[config.mk]
export PLATFORM = sky130hd
export DESIGN_NAME = uart_rx_os
export DESIGN_NICKNAME = d
export VERILOG_FILES = /design/src/rtl/uart_pkg.sv /design/src/rtl/uart_baud_tick.sv /design/src/rtl/uart_rx_os.sv
export SDC_FILE = /design/constraint.sdc
export NUM_CORES = 1
export LEC_CHECK = 0
export CAP_MARGIN = 0
export CORE_ASPECT_RATIO = 0.75
export CORE_MARGIN = 4
export CORE_UTILIZATION = 50
export CTS_CLUSTER_SIZE = 20
export DETAILED_ROUTE_END_ITERATION = 8
export PLACE_DENSITY = 0.67
export SLEW_MARGIN = 25
export SYNTH_ARGS = -nofsm -noshare
export SYNTH_HDL_FRONTEND = slang
export SYNTH_SLANG_ARGS = --single-unit
[constraint.sdc]
create_clock -name clk -period 2.7 [get_ports clk]
set_input_delay 0.675 -clock clk [delete_from_list [all_inputs] [get_ports clk]]
set_output_delay 0.675 -clock clk [all_outputs]
set_load 0.02 [all_outputs]
[src/rtl/uart_pkg.sv]
// Shared definitions for the oversampling UART receiver and its future transmitter.
package uart_pkg;

    localparam int PARITY_NONE = 0;
    localparam int PARITY_ODD  = 1;
    localparam int PARITY_EVEN = 2;

    typedef enum logic [2:0] {
        IDLE,
        START,
        DATA,
        PAR,
        STOP
    } rx_state_t;

    function automatic logic maj3(input logic a, input logic b, input logic c);
        return (a & b) | (a & c) | (b & c);
    endfunction

endpackage

[src/rtl/uart_baud_tick.sv]
// Free-running divider: one-cycle tick every DIV clocks; clr restarts the phase.
module uart_baud_tick #(
    parameter int DIV = 325
) (
    input  logic clk,
    input  logic rst_n,
    input  logic clr,
    output logic tick
);
    localparam int CW = (DIV > 1) ? $clog2(DIV) : 1;
    localparam logic [CW-1:0] LAST = CW'(DIV - 1);

    logic [CW-1:0] r_cnt;

    always_ff @(posedge clk or negedge rst_n) begin
        if (!rst_n)
            r_cnt <= '0;
        else if (clr || r_cnt == LAST)
            r_cnt <= '0;
        else
            r_cnt <= r_cnt + 1'b1;
    end

    assign tick = (r_cnt == LAST) && !clr;

endmodule

[src/rtl/uart_rx_os.sv]
// Oversampling UART receiver: 3-sample majority vote per bit, false-start rejection,
// configurable frame format, valid/ready output with parity/framing/overrun reporting.
module uart_rx_os
    import uart_pkg::*;
#(
    parameter int DATA_BITS  = 8,
    parameter int PARITY     = 0,
    parameter int STOP_BITS  = 1,
    parameter int BAUD       = 19200,
    parameter int CLK_RATE   = 100000000,
    parameter int OVERSAMPLE = 16
) (
    input  logic                 clk,
    input  logic                 rst_n,
    input  logic                 rx,
    output logic                 busy,
    output logic                 valid,
    input  logic                 ready,
    output logic [DATA_BITS-1:0] data,
    output logic                 perr,
    output logic                 ferr,
    output logic                 overrun
);
    localparam int TICK_DIV = CLK_RATE / (BAUD * OVERSAMPLE);
    localparam int SW = $clog2(OVERSAMPLE);
    localparam int BW = $clog2(DATA_BITS + 1);
    localparam logic [SW-1:0] S_M1   = SW'(OVERSAMPLE / 2 - 1);
    localparam logic [SW-1:0] S_M    = SW'(OVERSAMPLE / 2);
    localparam logic [SW-1:0] S_DEC  = SW'(OVERSAMPLE / 2 + 1);
    localparam logic [SW-1:0] S_LAST = SW'(OVERSAMPLE - 1);
    localparam logic [BW-1:0] B_DATA = BW'(DATA_BITS);
    localparam logic [BW-1:0] B_STOP = BW'(STOP_BITS - 1);
    localparam logic          ODD    = (PARITY == PARITY_ODD);

    if (TICK_DIV < 1) begin : g_bad_div
        $error("uart_rx_os: CLK_RATE too low for BAUD*OVERSAMPLE");
    end
    if (DATA_BITS < 5 || DATA_BITS > 9 || STOP_BITS < 1 || STOP_BITS > 2 ||
        PARITY < 0 || PARITY > 2 || OVERSAMPLE < 8 ||
        (OVERSAMPLE & (OVERSAMPLE - 1)) != 0) begin : g_bad_cfg
        $error("uart_rx_os: illegal frame or oversampling configuration");
    end

    logic [1:0]           r_sync;
    rx_state_t            r_state, w_next;
    logic [SW-1:0]        r_s;
    logic [BW-1:0]        r_bits;
    logic [1:0]           r_smp;
    logic [DATA_BITS-1:0] r_shift;
    logic                 r_perr_acc, r_ferr_acc;
    logic                 r_valid, r_perr, r_ferr, r_overrun;
    logic [DATA_BITS-1:0] r_data;
    logic                 w_rxs, w_tick, w_clr, w_dec, w_last, w_maj, w_deliver;

    always_ff @(posedge clk or negedge rst_n) begin
        if (!rst_n) r_sync <= 2'b11;
        else        r_sync <= {r_sync[0], rx};
    end
    assign w_rxs = r_sync[1];

    uart_baud_tick #(.DIV(TICK_DIV)) u_tick (
        .clk   (clk),
        .rst_n (rst_n),
        .clr   (w_clr),
        .tick  (w_tick)
    );

    assign w_dec  = w_tick && (r_s == S_DEC);
    assign w_last = w_tick && (r_s == S_LAST);
    assign w_maj  = maj3(r_smp[0], r_smp[1], w_rxs);

    always_ff @(posedge clk or negedge rst_n) begin
        if (!rst_n) r_state <= IDLE;
        else        r_state <= w_next;
    end

    always_comb begin
        w_next    = r_state;
        w_clr     = 1'b0;
        w_deliver = 1'b0;
        case (r_state)
            IDLE:  if (!w_rxs) begin
                       w_next = START;
                       w_clr  = 1'b1;
                   end
            START: if (w_dec && w_maj) w_next = IDLE;
                   else if (w_last)    w_next = DATA;
            DATA:  if (w_last && r_bits == B_DATA)
                       w_next = (PARITY != PARITY_NONE) ? PAR : STOP;
            PAR:   if (w_last) w_next = STOP;
            STOP:  if (w_dec && r_bits == B_STOP) begin
                       w_deliver = 1'b1;
                       w_next    = IDLE;
                   end
            default: w_next = IDLE;
        endcase
    end

    // Bit timing and frame accumulation; r_bits counts data bits, then stop bits.
    always_ff @(posedge clk or negedge rst_n) begin
        if (!rst_n) begin
            r_s        <= '0;
            r_bits     <= '0;
            r_smp      <= 2'b11;
            r_shift    <= '0;
            r_perr_acc <= 1'b0;
            r_ferr_acc <= 1'b0;
        end else if (w_clr) begin
            r_s        <= '0;
            r_bits     <= '0;
            r_perr_acc <= 1'b0;
            r_ferr_acc <= 1'b0;
        end else if (w_tick) begin
            r_s <= (r_s == S_LAST) ? '0 : r_s + 1'b1;
            if (r_s == S_M1) r_smp[0] <= w_rxs;
            if (r_s == S_M)  r_smp[1] <= w_rxs;
            if (w_dec) begin
                case (r_state)
                    DATA: begin
                        r_shift <= {w_maj, r_shift[DATA_BITS-1:1]};
                        r_bits  <= r_bits + 1'b1;
                    end
                    PAR:  r_perr_acc <= (^r_shift) ^ w_maj ^ ODD;
                    STOP: begin
                        r_ferr_acc <= r_ferr_acc | ~w_maj;
                        r_bits     <= r_bits + 1'b1;
                    end
                    default: ;
                endcase
            end
            if (w_last && r_state == DATA && r_bits == B_DATA) r_bits <= '0;
        end
    end

    // A delivery that meets an unconsumed word keeps the old word and flags overrun.
    always_ff @(posedge clk or negedge rst_n) begin
        if (!rst_n) begin
            r_valid   <= 1'b0;
            r_data    <= '0;
            r_perr    <= 1'b0;
            r_ferr    <= 1'b0;
            r_overrun <= 1'b0;
        end else begin
            r_overrun <= 1'b0;
            if (w_deliver) begin
                if (!r_valid || ready) begin
                    r_valid <= 1'b1;
                    r_data  <= r_shift;
                    r_perr  <= (PARITY != PARITY_NONE) && r_perr_acc;
                    r_ferr  <= r_ferr_acc | ~w_maj;
                end else begin
                    r_overrun <= 1'b1;
                end
            end else if (r_valid && ready) begin
                r_valid <= 1'b0;
            end
        end
    end

    assign busy    = (r_state != IDLE);
    assign valid   = r_valid;
    assign data    = r_data;
    assign perr    = r_perr;
    assign ferr    = r_ferr;
    assign overrun = r_overrun;

endmodule

# Word-level counts from Yosys, hierarchy flattened
# Index checks and enable logic that the tools add are counted.
dict set report word_totals {
  reg_bits 44
  input_bits 4
  out_inout_bits 13
}
dict set report op_classes {
  add_sub_neg 3
  n_eq_ne 16
  muxes 29
  bitwise_logic 8
  n_reduce_logical 31
}
# op count
set ops {}
lappend ops {{two-way mux 4 bit} 8}
lappend ops {{two-way mux 3 bit} 6}
lappend ops {{equality test 4 bit (second input constant)} 4}
lappend ops {{case mux 3 bit (5 select lines)} 1}
lappend ops {{two-way mux 1 bit} 13}
lappend ops {{AND reduction 3 bit} 4}
lappend ops {{adder 9 x 1 -> 9 bit (second input constant)} 1}
lappend ops {{equality test 9 bit (second input constant)} 1}
lappend ops {{logical AND 1 bit} 9}
lappend ops {{two-way mux 9 bit} 1}
lappend ops {{nonzero test 3 bit} 3}
lappend ops {{adder 4 x 1 -> 4 bit (second input constant)} 2}
lappend ops {{inequality test 2 bit (second input constant)} 4}
lappend ops {{nonzero test 2 bit} 4}
lappend ops {{equality test 3 x 2 -> 1 bit (second input constant)} 2}
lappend ops {{AND reduction 5 bit} 1}
lappend ops {{equality test 4 x 3 -> 1 bit (second input constant)} 1}
lappend ops {{logical NOT 4 bit} 1}
lappend ops {{AND reduction 2 bit} 2}
lappend ops {{AND reduction 4 bit} 1}
lappend ops {{AND 1 bit} 3}
lappend ops {{equality test 3 x 1 -> 1 bit (second input constant)} 1}
lappend ops {{equality test 3 bit (second input constant)} 1}
lappend ops {{logical NOT 3 bit} 1}
lappend ops {{7 further kinds} 12}

# Logic depth before layout (Yosys ltp)
dict set report depth {
  ltp_word 10
  mapped_depth 8
  ltp_nobuf 7
}

# Modules after synthesis
# From an unflattened synthesis, not the netlist that was laid out.
dict set report unflattened {
  cells_unflattened 196
  hier_area_um2 2168.3
}
# module n_inst cells_each area_per_inst_um2 seq_area_each_um2
set by_module_without_submodules {}
lappend by_module_without_submodules {uart_rx_os 1 150 1710.4 880.8}
lappend by_module_without_submodules {uart_baud_tick 1 46 457.9 225.2}

# Worst setup path after synthesis
# OpenSTA, ideal clock, no wires.
dict set report synth_path {
  path_type {register -> register}
  start {reg u_tick.r_cnt[3]}
  end {reg r_smp[0]}
  setup_time_ps 82
  arrival_ps 1977
  required_ps 2618
  path_slack_ps 640
  path_stages_with_launch 6
  n_path_buf 1
  synth_period_minus_slack_ps 2060
  path_cell_list {dfrtp_1 > or4b_4 > or2_1 > buf_2 > nor4_1 > mux2_2}
}
dict set report synth_between {
  elab_chain_cells 3
}
# item line
set synth_lines {}
lappend synth_lines {{from (decl)} uart_baud_tick.sv:13} ;# logic [CW-1:0] r_cnt;
lappend synth_lines {{from (signal assigned)} uart_baud_tick.sv:21} ;# r_cnt <= r_cnt + 1'b1;
lappend synth_lines {{equality test 9 bit} uart_baud_tick.sv:24} ;# assign tick = (r_cnt == LAST) && !clr;
lappend synth_lines {{logical AND 1 bit} uart_baud_tick.sv:24}
lappend synth_lines {{AND reduction 3 bit (no line)} -}
lappend synth_lines {{to (signal assigned)} uart_rx_os.sv:115} ;# if (r_s == S_M1) r_smp[0] <= w_rxs;
lappend synth_lines {{to (decl)} uart_rx_os.sv:48} ;# logic [1:0] r_smp;
# Every way passes these cells.
# A chain may end at the register's enable or synchronous reset.

# Final worst setup path
dict set report layout_path {
  start {reg r_state[1]}
  end {out busy}
}
dict set report layout_between {
  elab_chain_cells 1
}
# item line
set layout_lines {}
lappend layout_lines {{from (decl)} uart_rx_os.sv:45} ;# rx_state_t r_state, w_next;
lappend layout_lines {{from (signal assigned)} uart_rx_os.sv:74} ;# else r_state <= w_next;
lappend layout_lines {{nonzero test 3 bit} uart_rx_os.sv:160} ;# assign busy = (r_state != IDLE);
lappend layout_lines {{to (decl)} uart_rx_os.sv:16} ;# output logic busy,
# Every way passes these cells.

==> results.txt <==
Status: completed
# diodes: 0
Fmax: 0.411 GHz
Nets@finish: 212
Slowest stage cell, crit path: clkdlybuf4s50_1
Leakage: 1.03 nW
Slew @ Worst Pin: 0.602 ns
Sink Count: 44
Initial antenna violation count: 0
Post-synth EDFFs: 0
Worst min path class: primary input to asynchronous set/reset pin
Vias per inst: 5.35
Minimum clock period: 2.43 ns
Final ANT Viol Nets: 0
TritonCTS clock tree: built
DP HPWL: 2620 um
RSZ-0062 raised after global routing: no
Max Buffers Root-to-Sink: 2
Worst path required time: 2.03 ns
Initial DRC count: 41
Core area: 3800 um^2
Max stage delay on crit path: 0.57 ns
Power per cell area: 457 nW/um^2
Final Cycle Share: 90.1%
Peak VDD IR: 0.229 mV
Synth Instances: 182
Mux contribution to synthesized area: 10.9%
Initial Util: 53.8%
Width of the die: 81.9 um
Setup TNS: 0 ns
First-pass GRT wire length: 6490 um
Setup Buffers After CTS: 0
XOR/XNOR share of the synthesized area: 3.42%
Placed insts: 246
Post-Syn Area: 2050 um^2
Most common flop cell mapped by yosys: dfrtp_1
CP Capture Type: output port
Clock Skew: 0.00911 ns
Crit Path Class: register to output port
Critical path data arrival time: 1.76 ns
Post-Synth Simple-Gate Area: 19.2%
Final Hold Fails: 0
Non-Filler Instances: 254
Post-Syn Nets: 193
DR pass1 iterations: 4
Slew Viols, Final: 0
I/O Pins: 17
Residual DRC: 0
Post-synthesis compound-gate area fraction: 5.01%
DR WL/cell: 14.1 um
Fraction of the mapped netlist area in adder cells: 4.76%
Cell Chain, Critical Path: or3_1, clkdlybuf4s50_1
Main combinational cell family by area after synthesis: simple AND/OR/NAND/NOR gates
Syn Area/Cell: 11.3 um^2
Max_slew headroom: 59.7%
Most frequent cells in the layout: dfrtp_1 (40), mux2_2 (19), nor2_1 (18)
Sequential share of the synthesized area: 54.0%
Synthesis-to-finish area growth: 13.7%
Endpoints failing setup: 0
Yosys warning total: 0
CP Launch Type: register
Largest net degree at the start of global routing: 45
Core Rows: 19
Global route total overflow: 0
Hold_buf cts: 0
Max-cap violations: 0
Port Buffers: 15
Num CTS Buffers: 5
Die area: 5200 um^2
H-tree depth: 2
Layout cells sized above 1: 18.8%
Cell variety after synth: 44
Clk pin slew, worst setup/hold paths: 0.08 ns
Gr usage total: 16.2%
Fraction of registers with async set/reset: 100%
Post-CTS Resized: 0
Die H: 63.4 um
Crit Path Max Fanout: 7
Routed WL: 3590 um
Vias in the first global route: 1,442
Later-pin clock latency in the skew report: 0.29 ns
Commonest non-fill, non-tap cell in the layout: dfrtp_1
Root Driver: clkbuf_8
Via count: 1,359
FF+latch count, synth: 44
GPL Wtd Cong: 0.861
[registers in the layout, summed over array words and instances, names as in the netlist]
register / count
u_tick.r_cnt: 9
data: 8
r_shift: 8
r_bits: 4
r_s: 4
r_state: 3
r_smp: 2
r_sync: 2
ferr: 1
overrun: 1
r_ferr_acc: 1
valid: 1
[cell type report]
cell class / count / area, um^2
fill: 312 / 1480
sequential: 44 / 1110
multi-input combinational: 126 / 891
timing repair buffer: 16 / 155
clock buffer: 7 / 76.3
tap: 52 / 65.1
inverter: 8 / 30.0
clock inverter: 1 / 5.00
[metal layers]
metal  wire (um)  up-vias  track usage, %  part of all wire, %
met4          18        0            5.19                 0.50
met2        1750       17            25.9                   49
met3         104        2            6.41                  2.9
li1            -      666               -                    -
met1        1730      674            19.9                   48
met5           0        -               0                    0
[Yosys cell counts (2+ instances only)]
library cell   n  area share (%)
nor4_1         4             1.2
o31ai_1        2            0.73
dfstp_2        4             5.1
ha_1           7             4.3
and3_1         2            0.61
nand2_1       16             2.9
a21oi_1        6             1.5
buf_2          2            0.49
nor3_1         5             1.2
nand3b_1       2            0.73
inv_1          8             1.5
nand2b_1       5             1.5
nor2_1        18             3.3
xnor2_1        4             1.7
dfrtp_1       40              49
nand3_1        7             1.7
xor2_1         4             1.7
mux2_2        19              10
o21ai_0        2            0.49
[metrics by stage]
| stage | power (mW) | hold WS, ns | utilization (%) | area, um^2 | worst slack, ns |
|---|---|---|---|---|---|
| 6_report | 1.06 | 0.359 | 61.2 | 2330 | 0.266 |
| 5_1_grt | 1.13 | 0.370 | 61.2 | 2330 | 0.186 |
| 2_1_floorplan | 0.678 | 0.345 | - | 2050 | 0.640 |
| 3_5_place_dp | 0.693 | 0.351 | 59.0 | 2240 | 0.489 |
| 3_3_place_gp | 0.693 | 0.348 | 59.0 | 2240 | 0.514 |
| 4_1_cts | 1.08 | 0.362 | 61.2 | 2330 | 0.248 |
[power by group]
part           switching, mW  internal [mW]
Clock                  0.204          0.182
Combinational         0.0134        0.00368
Sequential           0.00122          0.661
Total                  0.218          0.847
[path summary, 6_finish.rpt]
path                                 start               to  slack (ns)  cells past startpoint
max                             r_state[1]             busy        0.27                      2
min                                  rst_n  u_tick.r_cnt[6]        0.36                      1
max reg2reg                u_tick.r_cnt[3]         r_smp[1]        0.49                      4
min reg2reg                      r_sync[0]        r_sync[1]        0.36                      0
max in group asynchronous            rst_n        r_sync[0]        1.96                      1
min in group clk                 r_sync[0]        r_sync[1]        0.36                      0
[cells by family after synthesis]
logic type	after synthesis
AO/OA/AOI/OAI	16
XOR/XNOR	8
adder cells (fa/ha/maj)	8
buffers and inverters	12
flip-flops	44
multiplexers	20
other	1
AND/OR/NAND/NOR	73
[worst max-delay path, delay by kind of cell (launching register included)]
family / cells / cell delay (ns)
and+or+nand+nor: 1 / 0.46
DFF: 1 / 0.45
buffers and inverters: 1 / 0.57
No activity file was read; power rests on OpenSTA's default activity.
